<file path="config.mk">
export PLATFORM = sky130hd
export DESIGN_NAME = fetch_inst_queue
export DESIGN_NICKNAME = d
export VERILOG_FILES = /design/src/rtl/fetch_iq_pkg.sv /design/src/rtl/iq_ptr_ctr.sv /design/src/rtl/fetch_inst_queue.sv
export SDC_FILE = /design/constraint.sdc
export NUM_CORES = 1
export LEC_CHECK = 0
export BUFFER_PORTS_ARGS = -buffer_cell sky130_fd_sc_hd__buf_2
export CAP_MARGIN = 20
export CELL_PAD_IN_SITES_DETAIL_PLACEMENT = 0
export CELL_PAD_IN_SITES_GLOBAL_PLACEMENT = 2
export CORE_AREA = 2 2 224 226
export CTS_CLUSTER_SIZE = 24
export DETAILED_ROUTE_END_ITERATION = 6
export DIE_AREA = 0 0 226 228
export GPL_ROUTABILITY_DRIVEN = 0
export PLACE_DENSITY_LB_ADDON = 0.25
export SLEW_MARGIN = 5
export SYNTH_ARGS = -nofsm -noshare
export SYNTH_HDL_FRONTEND = slang
export SYNTH_HIERARCHICAL = 1
export SYNTH_SLANG_ARGS = --single-unit
</file>
<file path="constraint.sdc">
create_clock -name clk -period 16.4 [get_ports clk]
set_input_delay 4.92 -clock clk [delete_from_list [all_inputs] [get_ports clk]]
set_output_delay 4.92 -clock clk [all_outputs]
set_load 0.05 [all_outputs]
</file>
<file path="src/rtl/fetch_iq_pkg.sv">
// Shared definitions for the fetch instruction queue: default widths,
// the {inst, pc} entry layout and the pointer-width helper.
package fetch_iq_pkg;

    localparam int INST_W_DEF = 32;
    localparam int PC_W_DEF   = 32;
    localparam int DEPTH_DEF  = 8;

    // One queue entry at the default widths.
    typedef struct packed {
        logic [INST_W_DEF-1:0] inst;
        logic [PC_W_DEF-1:0]   pc;
    } iq_entry_t;

    // Pointer width for a given depth; never narrower than one bit.
    function automatic int ptr_width(input int depth);
        if (depth > 1) begin
            return $clog2(depth);
        end else begin
            return 1;
        end
    endfunction

endpackage

</file>
<file path="src/rtl/iq_ptr_ctr.sv">
// Wrap-around queue pointer: async active-low reset, synchronous clear
// (flush), and increment enable. The queue depth is a power of two, so
// natural binary overflow wraps DEPTH-1 back to 0.
module iq_ptr_ctr #(
    parameter int PTR_W = 3
) (
    input  logic             clk,
    input  logic             rst_n,
    input  logic             clr,
    input  logic             inc,
    output logic [PTR_W-1:0] ptr
);

    logic [PTR_W-1:0] ptr_r;

    // Pointer register: clear beats increment.
    always_ff @(posedge clk or negedge rst_n) begin
        if (!rst_n) begin
            ptr_r <= {PTR_W{1'b0}};
        end else if (clr) begin
            ptr_r <= {PTR_W{1'b0}};
        end else if (inc) begin
            ptr_r <= ptr_r + PTR_W'(1);
        end else begin
            ptr_r <= ptr_r;
        end
    end

    assign ptr = ptr_r;

endmodule

</file>
<file path="src/rtl/fetch_inst_queue.sv">
// Fetch-to-decode instruction queue: circular buffer of {inst, pc} pairs
// with valid/ready handshakes on both sides and a single-cycle flush.
// Optional zero-latency path from push_* to pop_* when the queue is empty,
// enabled with the macro FETCH_IQ_BYPASS_EN.
module fetch_inst_queue
    import fetch_iq_pkg::*;
#(
    parameter int INST_W = INST_W_DEF,
    parameter int PC_W   = PC_W_DEF,
    parameter int DEPTH  = DEPTH_DEF
) (
    input  logic                       clk,
    input  logic                       rst,
    input  logic                       flush,
    input  logic                       push_valid,
    output logic                       push_ready,
    input  logic [INST_W-1:0]          push_inst,
    input  logic [PC_W-1:0]            push_pc,
    output logic                       pop_valid,
    input  logic                       pop_ready,
    output logic [INST_W-1:0]          pop_inst,
    output logic [PC_W-1:0]            pop_pc,
    output logic [$clog2(DEPTH):0]     count
);

    localparam int PTR_W   = ptr_width(DEPTH);
    localparam int CNT_W   = $clog2(DEPTH) + 1;
    localparam int ENTRY_W = INST_W + PC_W;

    logic [ENTRY_W-1:0] mem_r [DEPTH];
    logic [CNT_W-1:0]   count_r;
    logic [PTR_W-1:0]   wr_ptr_s;
    logic [PTR_W-1:0]   rd_ptr_s;
    logic               full_s;
    logic               empty_s;
    logic               bypass_s;
    logic               wr_en_s;
    logic               rd_en_s;
    logic [ENTRY_W-1:0] head_s;

    assign full_s  = (count_r == CNT_W'(DEPTH));
    assign empty_s = (count_r == {CNT_W{1'b0}});

    // Ready depends on stored occupancy only, never on pop_ready.
    assign push_ready = !full_s;

`ifdef FETCH_IQ_BYPASS_EN
    // Empty queue with an incoming entry: present it straight to decode.
    assign bypass_s = empty_s & push_valid & !flush;
`else
    assign bypass_s = 1'b0;
`endif

    // A bypassed entry that decode takes this cycle is never stored.
    assign wr_en_s = push_valid & !full_s & !flush & !(bypass_s & pop_ready);
    // Only stored entries advance the read pointer.
    assign rd_en_s = !empty_s & pop_ready & !flush;

    assign pop_valid = !empty_s | bypass_s;
    assign head_s    = mem_r[rd_ptr_s];
    assign count     = count_r;

    iq_ptr_ctr #(.PTR_W(PTR_W)) u_wr_ptr (
        .clk   (clk),
        .rst_n (rst),
        .clr   (flush),
        .inc   (wr_en_s),
        .ptr   (wr_ptr_s)
    );

    iq_ptr_ctr #(.PTR_W(PTR_W)) u_rd_ptr (
        .clk   (clk),
        .rst_n (rst),
        .clr   (flush),
        .inc   (rd_en_s),
        .ptr   (rd_ptr_s)
    );

    // Entry storage; contents are deliberately left unreset.
    always_ff @(posedge clk) begin
        if (wr_en_s) begin
            mem_r[wr_ptr_s] <= {push_inst, push_pc};
        end
    end

    // Occupancy: flush clears, push-only +1, pop-only -1, both keeps.
    always_ff @(posedge clk or negedge rst) begin
        if (!rst) begin
            count_r <= {CNT_W{1'b0}};
        end else if (flush) begin
            count_r <= {CNT_W{1'b0}};
        end else begin
            case ({wr_en_s, rd_en_s})
                2'b10:   count_r <= count_r + CNT_W'(1);
                2'b01:   count_r <= count_r - CNT_W'(1);
                default: count_r <= count_r;
            endcase
        end
    end

    // Head data: bypassed entry, stored head, or zeros so nothing stale leaks.
    always_comb begin
        pop_inst = {INST_W{1'b0}};
        pop_pc   = {PC_W{1'b0}};
        if (bypass_s) begin
            pop_inst = push_inst;
            pop_pc   = push_pc;
        end else if (!empty_s) begin
            pop_inst = head_s[ENTRY_W-1:PC_W];
            pop_pc   = head_s[PC_W-1:0];
        end else begin
            pop_inst = {INST_W{1'b0}};
            pop_pc   = {PC_W{1'b0}};
        end
    end

endmodule

</file>
# Yosys cells after proc, flatten, opt, wreduce, memory -nomap -nowiden

Memory sizes are Yosys's and may differ from the RTL's.
Index checks and enable logic that the tools add are counted.

Memories kept: 1
Input bits: 69
Register bits: 10
Logic and storage cells: 32
RAM bits: 512
Output and inout bits: 70

Reduce and logical (&&, ||, !) cells: 7
Muxes and demuxes: 10
Bitwise gates (word level): 4
Add/sub/neg operators: 4
Equal/unequal tests: 3

Memory list:

| memory | words | width | rd ports | clocked after Yosys merged registers in | wr ports | line                   | source |
|---|---|---|---|---|---|---|---|
| mem_r  | 8     | 64    | 1        | 0                                       | 1        | fetch_inst_queue.sv:30 | `logic [ENTRY_W-1:0] mem_r [DEPTH];` |

Operators by type and width:

| kind                                              | count |
|---|---|
| two-way mux 32 bit                                | 2 |
| two-way mux 3 bit                                 | 4 |
| one-hot mux 4 bit (2 select lines)                | 1 |
| adder 3 x 1 -> 3 bit (second input constant)      | 2 |
| adder 4 x 1 -> 4 bit (second input constant)      | 1 |
| AND 1 bit                                         | 4 |
| == test 4 bit (second input constant)             | 1 |
| zero test 4 bit                                   | 1 |
| two-way mux 4 bit                                 | 1 |
| nonzero test 2 bit                                | 2 |
| subtractor 4 x 1 -> 4 bit (second input constant) | 1 |
| zero test 1 bit                                   | 3 |
| nonzero test 3 bit                                | 1 |
| == test 2 x 1 -> 1 bit (second input constant)    | 1 |
| == test 2 bit (second input constant)             | 1 |
| two-way mux 1 bit                                 | 2 |

# Depth between registers and ports, before layout

Gate-level depths: netlist (run 1).

Depth after elaboration: 7
Gate-level depth with buffers: 10
Depth with buffers taken out: 8

# Cells and area by module

Netlist (run 1), hierarchy kept.

Modules (own cells, without submodules):

| module           | area an instance (µm²) | seq. area each (µm²) | cells an instance | times used |
|---|---|---|---|---|
| fetch_inst_queue | 19730.2                | 15474.8              | 863               | 1 |
| iq_ptr_ctr       | 136.4                  | 75.1                 | 11                | 2 |

# Worst setup path after synthesis (run 1)

Ideal clock, no wire load.

Kind: input port to flip-flop
Start: input port flush
End: memory mem_r[0][0] (netlist bit), enable pin
Setup slack: 5889 ps
Data required time: 15835 ps
Stages on the path: 5
Data arrival time: 9947 ps
Setup time: 565 ps
Path buffers: 1
Cell sequence: buf_1 inv_1 and3_1 nand2b_1 nor3_1

Longest elaborated chain between the ends: 4

RTL lines:

| element                                 | line                   | source |
|---|---|---|
| start: declaration                      | fetch_inst_queue.sv:14 | `input logic flush,` |
| zero test 1 bit                         | fetch_inst_queue.sv:55 | `assign wr_en_s = push_valid & !full_s & !flush & !(bypass_s & pop_ready);` |
| AND 1 bit                               | fetch_inst_queue.sv:55 |  |
| net wr_en_s                             | fetch_inst_queue.sv:37 | `logic wr_en_s;` |
| two-way mux 1 bit                       | fetch_inst_queue.sv:81 | `if (wr_en_s) begin` |
| two-way mux 1 bit (implied by the code) | fetch_inst_queue.sv:82 | `mem_r[wr_ptr_s] <= {push_inst, push_pc};` |
| end: declaration                        | fetch_inst_queue.sv:30 |  |

The timed path passes the listed nets, and every way through them passes these cells.

# Worst setup path in the final report (run 1)

Start: register u_rd_ptr.ptr_r[1], in the netlist u_rd_ptr/ptr[1]
End: output port pop_inst[29]

Longest elaborated chain between the ends: 2

RTL lines:

| element                  | line                    | source |
|---|---|---|
| start: declaration       | iq_ptr_ctr.sv:14        | `logic [PTR_W-1:0] ptr_r;` |
| start signal: assignment | iq_ptr_ctr.sv:19        | `ptr_r <= {PTR_W{1'b0}};` |
| start signal: assignment | iq_ptr_ctr.sv:21        | `ptr_r <= {PTR_W{1'b0}};` |
| start signal: assignment | iq_ptr_ctr.sv:23        | `ptr_r <= ptr_r + PTR_W'(1);` |
| memory read (8 x 64 bit) | --                      |  |
| two-way mux 32 bit       | fetch_inst_queue.sv:108 | `end else if (!empty_s) begin` |
| end: declaration         | fetch_inst_queue.sv:21  | `output logic [INST_W-1:0] pop_inst,` |

No other way between the ends.

==> results of run 1 <==
power by group:
group	total (mW)	switching [mW]	internal, mW
logic	0.228	0.160	0.0680
registers	1.49	0.00649	1.48
clock network	1.15	0.478	0.670
cells in the mapped netlist (2+ instances only):
library cell,instances
a21bo_2,2
a21oi_1,4
buf_1,23
buf_6,2
clkbuf_1,19
dfrtp_1,10
edfxtp_1,512
ha_1,4
inv_1,4
mux2i_1,66
mux4_2,128
nand2_1,3
nand2b_1,3
nand3b_1,4
nor2_1,76
nor3_1,5
xnor2_1,3
xor2_1,2
path summary, 6_finish.rpt:
check                                         endpoint  slack [ns]                        start  cells past startpoint
max                                       pop_inst[29]        7.84  u_rd_ptr/ptr[1]$_DFFE_PN0P_                      5
min                        u_wr_ptr/ptr[0]$_DFFE_PN0P_        0.61  u_wr_ptr/ptr[0]$_DFFE_PN0P_                      2
max reg2reg                      mem_r[6][7]$_DFFE_PP_       13.09         count[1]$_DFFE_PN0P_                      5
min reg2reg                u_wr_ptr/ptr[0]$_DFFE_PN0P_        0.61  u_wr_ptr/ptr[0]$_DFFE_PN0P_                      2
max in group asynchronous  u_rd_ptr/ptr[0]$_DFFE_PN0P_       11.99                          rst                      1
min in group asynchronous  u_rd_ptr/ptr[2]$_DFFE_PN0P_        4.19                          rst                      1
tightest hold or removal path, delay by kind of cell, from the launching register on:
kind,cells,cell delay (ns)
XOR/XNOR,1,0.08
flip-flops,1,0.41
AND/OR/NAND/NOR,1,0.07
cells by family (layout without fill, tap and decap cells):
kind of cell / after synthesis / in the layout
fa+ha+maj: 4 / 4
mux: 195 / 195
compound gates: 14 / 14
simple gates: 96 / 96
xor+xnor: 5 / 5
flops: 522 / 522
buf+inv: 49 / 260
final cells by class:
cell class | instances | area share [%]
sequential | 522 | 67.3
inverter | 4 | 0.0646
clock buffer | 67 | 5.93
multi-input combinational | 314 | 18.2
clock inverter | 29 | 1.14
timing repair buffer | 160 | 3.77
tap | 672 | 3.62
placed cells by master (no fill, tap or decap), drive strengths merged, types with 5 or more instances in the layout:
cell type,count
clkbuf,67
clkinv,21
mux4,128
nor3,5
dfrtp,10
mux2i,66
buf,160
inv,6
bufinv,5
nor2,76
edfxtp,512
registers in the layout (all words and copies together) (netlist names):
signal        cells
u_wr_ptr/ptr      3
mem_r           512
u_rd_ptr/ptr      3
count             4
layer usage:
layer	share of wire, %	global-route usage [%]	vias to the layer above
met4	2.0	4.33	4
met3	3.9	3.14	62
met1	45	23.0	4874
met5	0.053	0	-
met2	49	27.0	168
li1	-	-	4026
==> results.sh, run 1 <==
export IMPL_cts_sinks=522
export IMPL_synth_edff_count=512
export IMPL_yosysUniqueCellTypes=33
export IMPL_synth_fa_ha_area_share_pct=0.250
export IMPL_slew_headroom_pct=30.8
export IMPL_critical_path_buf_inv_count=2
export IMPL_final_util_pct=47.1
export IMPL_grt_antenna_before_repair=2
export IMPL_fmax_ghz=0.117
export IMPL_core_sq_mm=0.0493
export IMPL_routedWlPerCell_microns=23.4
export IMPL_hold_ws_ns=0.610
export IMPL_ys_warn_count=6
export IMPL_syn_inst=885
export IMPL_seq_area_frac_synth_pct=78.1
export IMPL_drt_iter0_markers=566
export IMPL_postCtsHoldBufs=0
export IMPL_synthSimpleGateAreaFrac_pct=2.04
export IMPL_ioPinCount=139
export IMPL_syn_avg_cell_area_sq_um=22.6
export IMPL_endpoint_kind="output port"
export IMPL_final_cell_area_sq_mm=0.0232
export IMPL_port_buffers=138
export IMPL_cts_resized=0
export IMPL_path_class="flip-flop to output port"
export IMPL_grt_max_degree=68
export IMPL_synthFlopType="edfxtp_1"
export IMPL_synth_compound_area_share_pct=0.607
export IMPL_gr_total_overflow=0
export IMPL_critPathRequiredTime_ns=11.48
export IMPL_cpMaxStageDelayCell="dfrtp_4"
export IMPL_drive_gt1_share_pct=34.0
export IMPL_netlist_top_cells_area="edfxtp_1 77%, mux4_2 14%, mux2i_1 3.3%"
export IMPL_post_cts_buffers=0
export IMPL_cts_tree="done"
export IMPL_status="finished clean"
export IMPL_cp_slowest_stage_delay_ns=1.07
export IMPL_synthesis_nets=958
export IMPL_cts_buffer_depth=3
export IMPL_clkTransAtPathRegs_ns=0.06
export IMPL_worstPathArrival_ns=3.64
export IMPL_dpl_hpwl_microns=21400
export IMPL_drv_slew=0
export IMPL_ir_drop_v=0.0000793
export IMPL_dpl_cell_area_sq_mm=0.0216
export IMPL_cts_root_buf="clkbuf_16"
export IMPL_stdcell_count=1768
export IMPL_area_growth_pct=16.2
export IMPL_clock_skew_ns=0.0156
export IMPL_multi_input_area_sq_mm=0.00424
export IMPL_crit_fanout=67
export IMPL_pre_cts_slack_ns=8.22
export IMPL_diodes=0
export IMPL_setup_ws_ns=7.84
export IMPL_startpoint_type="flip-flop"
export IMPL_vias=9134
export IMPL_numPlacedInstances=1671
export IMPL_period_share_pct=52.2
export IMPL_setup_viol=0
export IMPL_p_per_area_mw_per_mm2=123
export IMPL_synth_xor_xnor_area_share_pct=0.219
export IMPL_synth_area_leader_cell="edfxtp_1"
export IMPL_critical_path_top_delay_family="buffers and inverters"
export IMPL_cts_buffers=52
export IMPL_rows=82
export IMPL_final_antenna_net_count=0
export IMPL_total_power_mw=2.86
export IMPL_htree_levels=2
export IMPL_max_cap_violations=0
export IMPL_finalWirelength_microns=41400
export IMPL_synthArstFlopShare_pct=1.92
export IMPL_grt_pass1_wl_microns=62500
export IMPL_layout_nets=1127
export IMPL_fin_crit_ns=8.56
export IMPL_drc_errors=0
export IMPL_path_cells="buf_4 -> mux4_2 -> mux2i_1 -> nor2_1 -> buf_2"
export IMPL_viasPerCell=5.17
export IMPL_muxShareOfSynthArea_pct=17.8
export IMPL_p_leak_nw=7.35
export IMPL_grt_usage_pct=16.6
export IMPL_rsz0062_at_grt="false"
export IMPL_synth_top_area_share_pct=76.9
export IMPL_die_w_microns=226
export IMPL_die_h_microns=228
export IMPL_grt_pass1_vias=9653
export IMPL_initial_core_util_pct=40.5
export IMPL_area_sequential_sq_mm=0.0156
export IMPL_hold_class="flip-flop to flip-flop"
export IMPL_synth_top_family_by_area="multiplexers"
export IMPL_first_pass_iters=4
export IMPL_dieArea_sq_mm=0.0515
export IMPL_worstMarginPinSlew_ns=1.04
export IMPL_synthesis_area_sq_mm=0.0200
export IMPL_num_fill_cells=4132
export IMPL_ys_seq_elements=522
export IMPL_clk_latency_ns=0.60
export IMPL_hold_viol_final=0
export IMPL_setup_tns_ns=0
(Power assumes the default switching activity.)
==> run 2, diff against run 1 <==
--- a/config.mk
+++ b/config.mk
@@ -5,14 +5,15 @@
 export SDC_FILE = /design/constraint.sdc
 export NUM_CORES = 1
 export LEC_CHECK = 0
+export ABC_AREA = 1
 export BUFFER_PORTS_ARGS = -buffer_cell sky130_fd_sc_hd__buf_2
 export CAP_MARGIN = 20
 export CELL_PAD_IN_SITES_DETAIL_PLACEMENT = 0
 export CELL_PAD_IN_SITES_GLOBAL_PLACEMENT = 2
-export CORE_AREA = 2 2 224 226
+export CORE_AREA = 2 2 235 237
 export CTS_CLUSTER_SIZE = 24
 export DETAILED_ROUTE_END_ITERATION = 6
-export DIE_AREA = 0 0 226 228
+export DIE_AREA = 0 0 237 239
 export GPL_ROUTABILITY_DRIVEN = 0
 export PLACE_DENSITY_LB_ADDON = 0.25
 export SLEW_MARGIN = 5
==> constraint.sdc (replaced) <==
create_clock -name clk -period 7.4 [get_ports clk]
set_input_delay 2.22 -clock clk [delete_from_list [all_inputs] [get_ports clk]]
set_output_delay 2.22 -clock clk [all_outputs]
set_load 0.05 [all_outputs]
==> run 2 against run 1 <==
Compared with the run above: sequential power grew 130%; power increased to 2.9 times the previous value; global-route usage increased by 1.3 points; via count increased by 38%; combinational power rose to 10 times the previous value; worst hold slack got worse by 0.034 ns; area after synthesis grew 4.5%; largest cell class unchanged.
==> results.sh, run 2 <==
export IMPL_status="finished clean"
export IMPL_multi_input_area_sq_mm=0.00473
export IMPL_crit_start="u_rd_ptr/ptr[0]$_DFFE_PN0P_"
export IMPL_post_cts_buffers=0
export IMPL_setup_tns_ns=0
export IMPL_viasPerCell=5.23
export IMPL_area_growth_pct=14.5
export IMPL_gr_total_overflow=0
export IMPL_critPathRequiredTime_ns=5.18
export IMPL_ioPinCount=139
export IMPL_final_antenna_net_count=0
export IMPL_drc_errors=0
export IMPL_critical_path_buf_inv_count=3
export IMPL_synth_commonest_cells="533 x nor2_1, 512 x edfxtp_1, 165 x o21ai_0, 88 x o32ai_1, 56 x clkbuf_1"
export IMPL_worstMarginPinSlew_ns=1.07
export IMPL_drv_slew=0
export IMPL_largest_reg_flops=512
export IMPL_grt_pass1_wl_microns=76300
export IMPL_final_util_pct=44.0
export IMPL_clk_latency_ns=0.62
export IMPL_initial_core_util_pct=38.5
export IMPL_cts_root_buf="clkbuf_16"
export IMPL_layout_nets=1746
export IMPL_vias=12600
export IMPL_grt_antenna_before_repair=6
export IMPL_hold_viol_final=0
export IMPL_cpMaxStageDelayCell="dfrtp_4"
export IMPL_yosysMostFrequentCell="nor2_1"
export IMPL_final_common_cell="nor2_1"
export IMPL_dpl_hpwl_microns=26100
export IMPL_grtUsageMet3_pct=3.78
export IMPL_grt_usage_pct=17.8
export IMPL_cp_slowest_stage_delay_ns=0.78
export IMPL_first_pass_iters=4
export IMPL_setup_viol=0
export IMPL_path_class="flip-flop to output port"
export IMPL_port_buffers=138
export IMPL_yosysUniqueCellTypes=28
export IMPL_regMostFlops="mem_r"
export IMPL_dieArea_sq_mm=0.0566
export IMPL_htree_levels=2
export IMPL_drt_iter0_markers=871
export IMPL_num_fill_cells=4930
export IMPL_critical_path_top_delay_family="buffers and inverters"
export IMPL_cts_buffer_depth=3
export IMPL_syn_avg_cell_area_sq_um=13.4
export IMPL_rsz0062_at_grt="false"
export IMPL_period_share_pct=80.3
export IMPL_fin_crit_ns=5.94
export IMPL_cts_sinks=522
export IMPL_synthArstFlopShare_pct=1.92
export IMPL_crit_fanout=147
export IMPL_cts_buffers=55
export IMPL_postCtsHoldBufs=0
export IMPL_total_power_mw=8.32
export IMPL_max_cap_violations=0
export IMPL_clock_skew_ns=0.0191
export IMPL_crit_top_cell="nor2_1"
export IMPL_grt_use_met2_pct=30.1
export IMPL_p_per_area_mw_per_mm2=348
export IMPL_syn_inst=1554
export IMPL_worstPathArrival_ns=3.72
export IMPL_routedWlPerCell_microns=20.9
export IMPL_hold_class="flip-flop to flip-flop"
export IMPL_area_sequential_sq_mm=0.0156
export IMPL_ir_drop_v=0.000172
export IMPL_core_sq_mm=0.0543
export IMPL_stdcell_count=2415
export IMPL_synth_edff_count=512
export IMPL_netlist_top_cells_area="edfxtp_1 74%, nor2_1 9.6%, o21ai_0 4.0%"
export IMPL_synth_area_leader_cell="edfxtp_1"
export IMPL_die_w_microns=237
export IMPL_busiest_layer="met2"
export IMPL_p_leak_nw=8.11
export IMPL_fmax_ghz=0.168
export IMPL_path_cells="inv_8 -> buf_12 -> nor2_1 -> o32ai_1 -> o21ai_0 -> nor2_1 -> buf_2"
export IMPL_grt_max_degree=148
export IMPL_final_cell_mix="525 x nor2_1, 512 x edfxtp_1, 165 x o21ai_0, 138 x buf_2, 88 x o32ai_1"
export IMPL_endpoint_kind="output port"
export IMPL_grt_use_met1_pct=23.5
export IMPL_slew_headroom_pct=28.5
export IMPL_drive_gt1_share_pct=17.3
export IMPL_ys_warn_count=6
export IMPL_numPlacedInstances=2320
export IMPL_synthFlopType="edfxtp_1"
export IMPL_min_delay_start="count[0]$_DFFE_PN0P_"
export IMPL_clkTransAtPathRegs_ns=0.06
export IMPL_startpoint_type="flip-flop"
export IMPL_ys_seq_elements=522
export IMPL_cts_resized=0
export IMPL_synthesis_area_sq_mm=0.0209
export IMPL_cts_tree="done"
export IMPL_rr_startpoint="count[0]$_DFFE_PN0P_"
export IMPL_finalWirelength_microns=50500
export IMPL_die_h_microns=239
export IMPL_seq_area_frac_synth_pct=74.8
export IMPL_rows=86
export IMPL_synthesis_nets=1627
export IMPL_grt_pass1_vias=12500
export IMPL_synth_top_area_share_pct=73.6
-- run 2: worst register-to-register path, cell delays in order (launching register included) --
cell and delay (ns):
dfrtp_1 0.44, nor2_1 0.12, nand2_1 0.11, nand2_1 0.15, inv_1 0.19, nand2_1 0.26
nor2_4 0.41, buf_4 0.88
-- run 2: routing by layer --
layer	part of all wire [%]	vias up	wire (microns)
li1	-	5955	-
met4	1.9	10	950
met5	0.13	-	65
met2	48	253	24400
met3	4.6	74	2320
met1	45	6330	22700
-- run 2: cells by family (layout without fill, tap and decap cells) --
group	after synthesis	count (layout)	share of synthesized area, %
AO/OA/AOI/OAI	328	328	11.6
AND/OR/NAND/NOR	573	573	10.4
flip-flops	522	522	74.8
adder cells (fa/ha/maj)	4	4	0.240
buffers and inverters	126	282	2.89
XOR/XNOR	1	1	0.0419
other	0	1	0
-- run 2: cell type report --
cell class	instances	share of cell area, %
repair buffers	166	3.92
inverters	22	0.376
clock inverters	23	0.800
multi-input cells	906	19.8
well taps	704	3.68
diodes	1	0.0105
clock buffers	71	6.13
flip-flops and latches	522	65.3
-- run 2: worst paths after layout --
kind / end / slack, ns / cells after the start
min in group asynchronous: count[0]$_DFFE_PN0P_ / 1.49 / 1
worst min-delay path: count[0]$_DFFE_PN0P_ / 0.58 / 1
max in group asynchronous: u_rd_ptr/ptr[0]$_DFFE_PN0P_ / 5.66 / 1
worst min register to register: count[0]$_DFFE_PN0P_ / 0.58 / 1
worst max-delay path: pop_pc[0] / 1.46 / 7
worst max register to register: mem_r[5][49]$_DFFE_PP_ / 4.40 / 7
-- run 2: per-stage QoR --
| stage | hold WS (ns) | setup WS [ns] | area, sq um |
|---|---|---|---|
| 5_1_grt | 0.640 | 1.19 | 23900 |
| 2_1_floorplan | 0.526 | 1.46 | 20900 |
| 6_report | 0.575 | 1.46 | 23900 |
| 4_1_cts | 0.588 | 1.37 | 23900 |
| 3_5_place_dp | 0.576 | 2.05 | 22300 |
| 3_3_place_gp | 0.564 | 2.02 | 22300 |
-- run 2: power breakdown --
group	internal (mW)	total (mW)	switching (mW)	leakage, nW
Clock	1.46	2.58	1.12	0.808
Sequential	3.32	3.41	0.0877	4.75
Combinational	0.578	2.33	1.76	2.55
Total	5.36	8.32	2.96	8.11
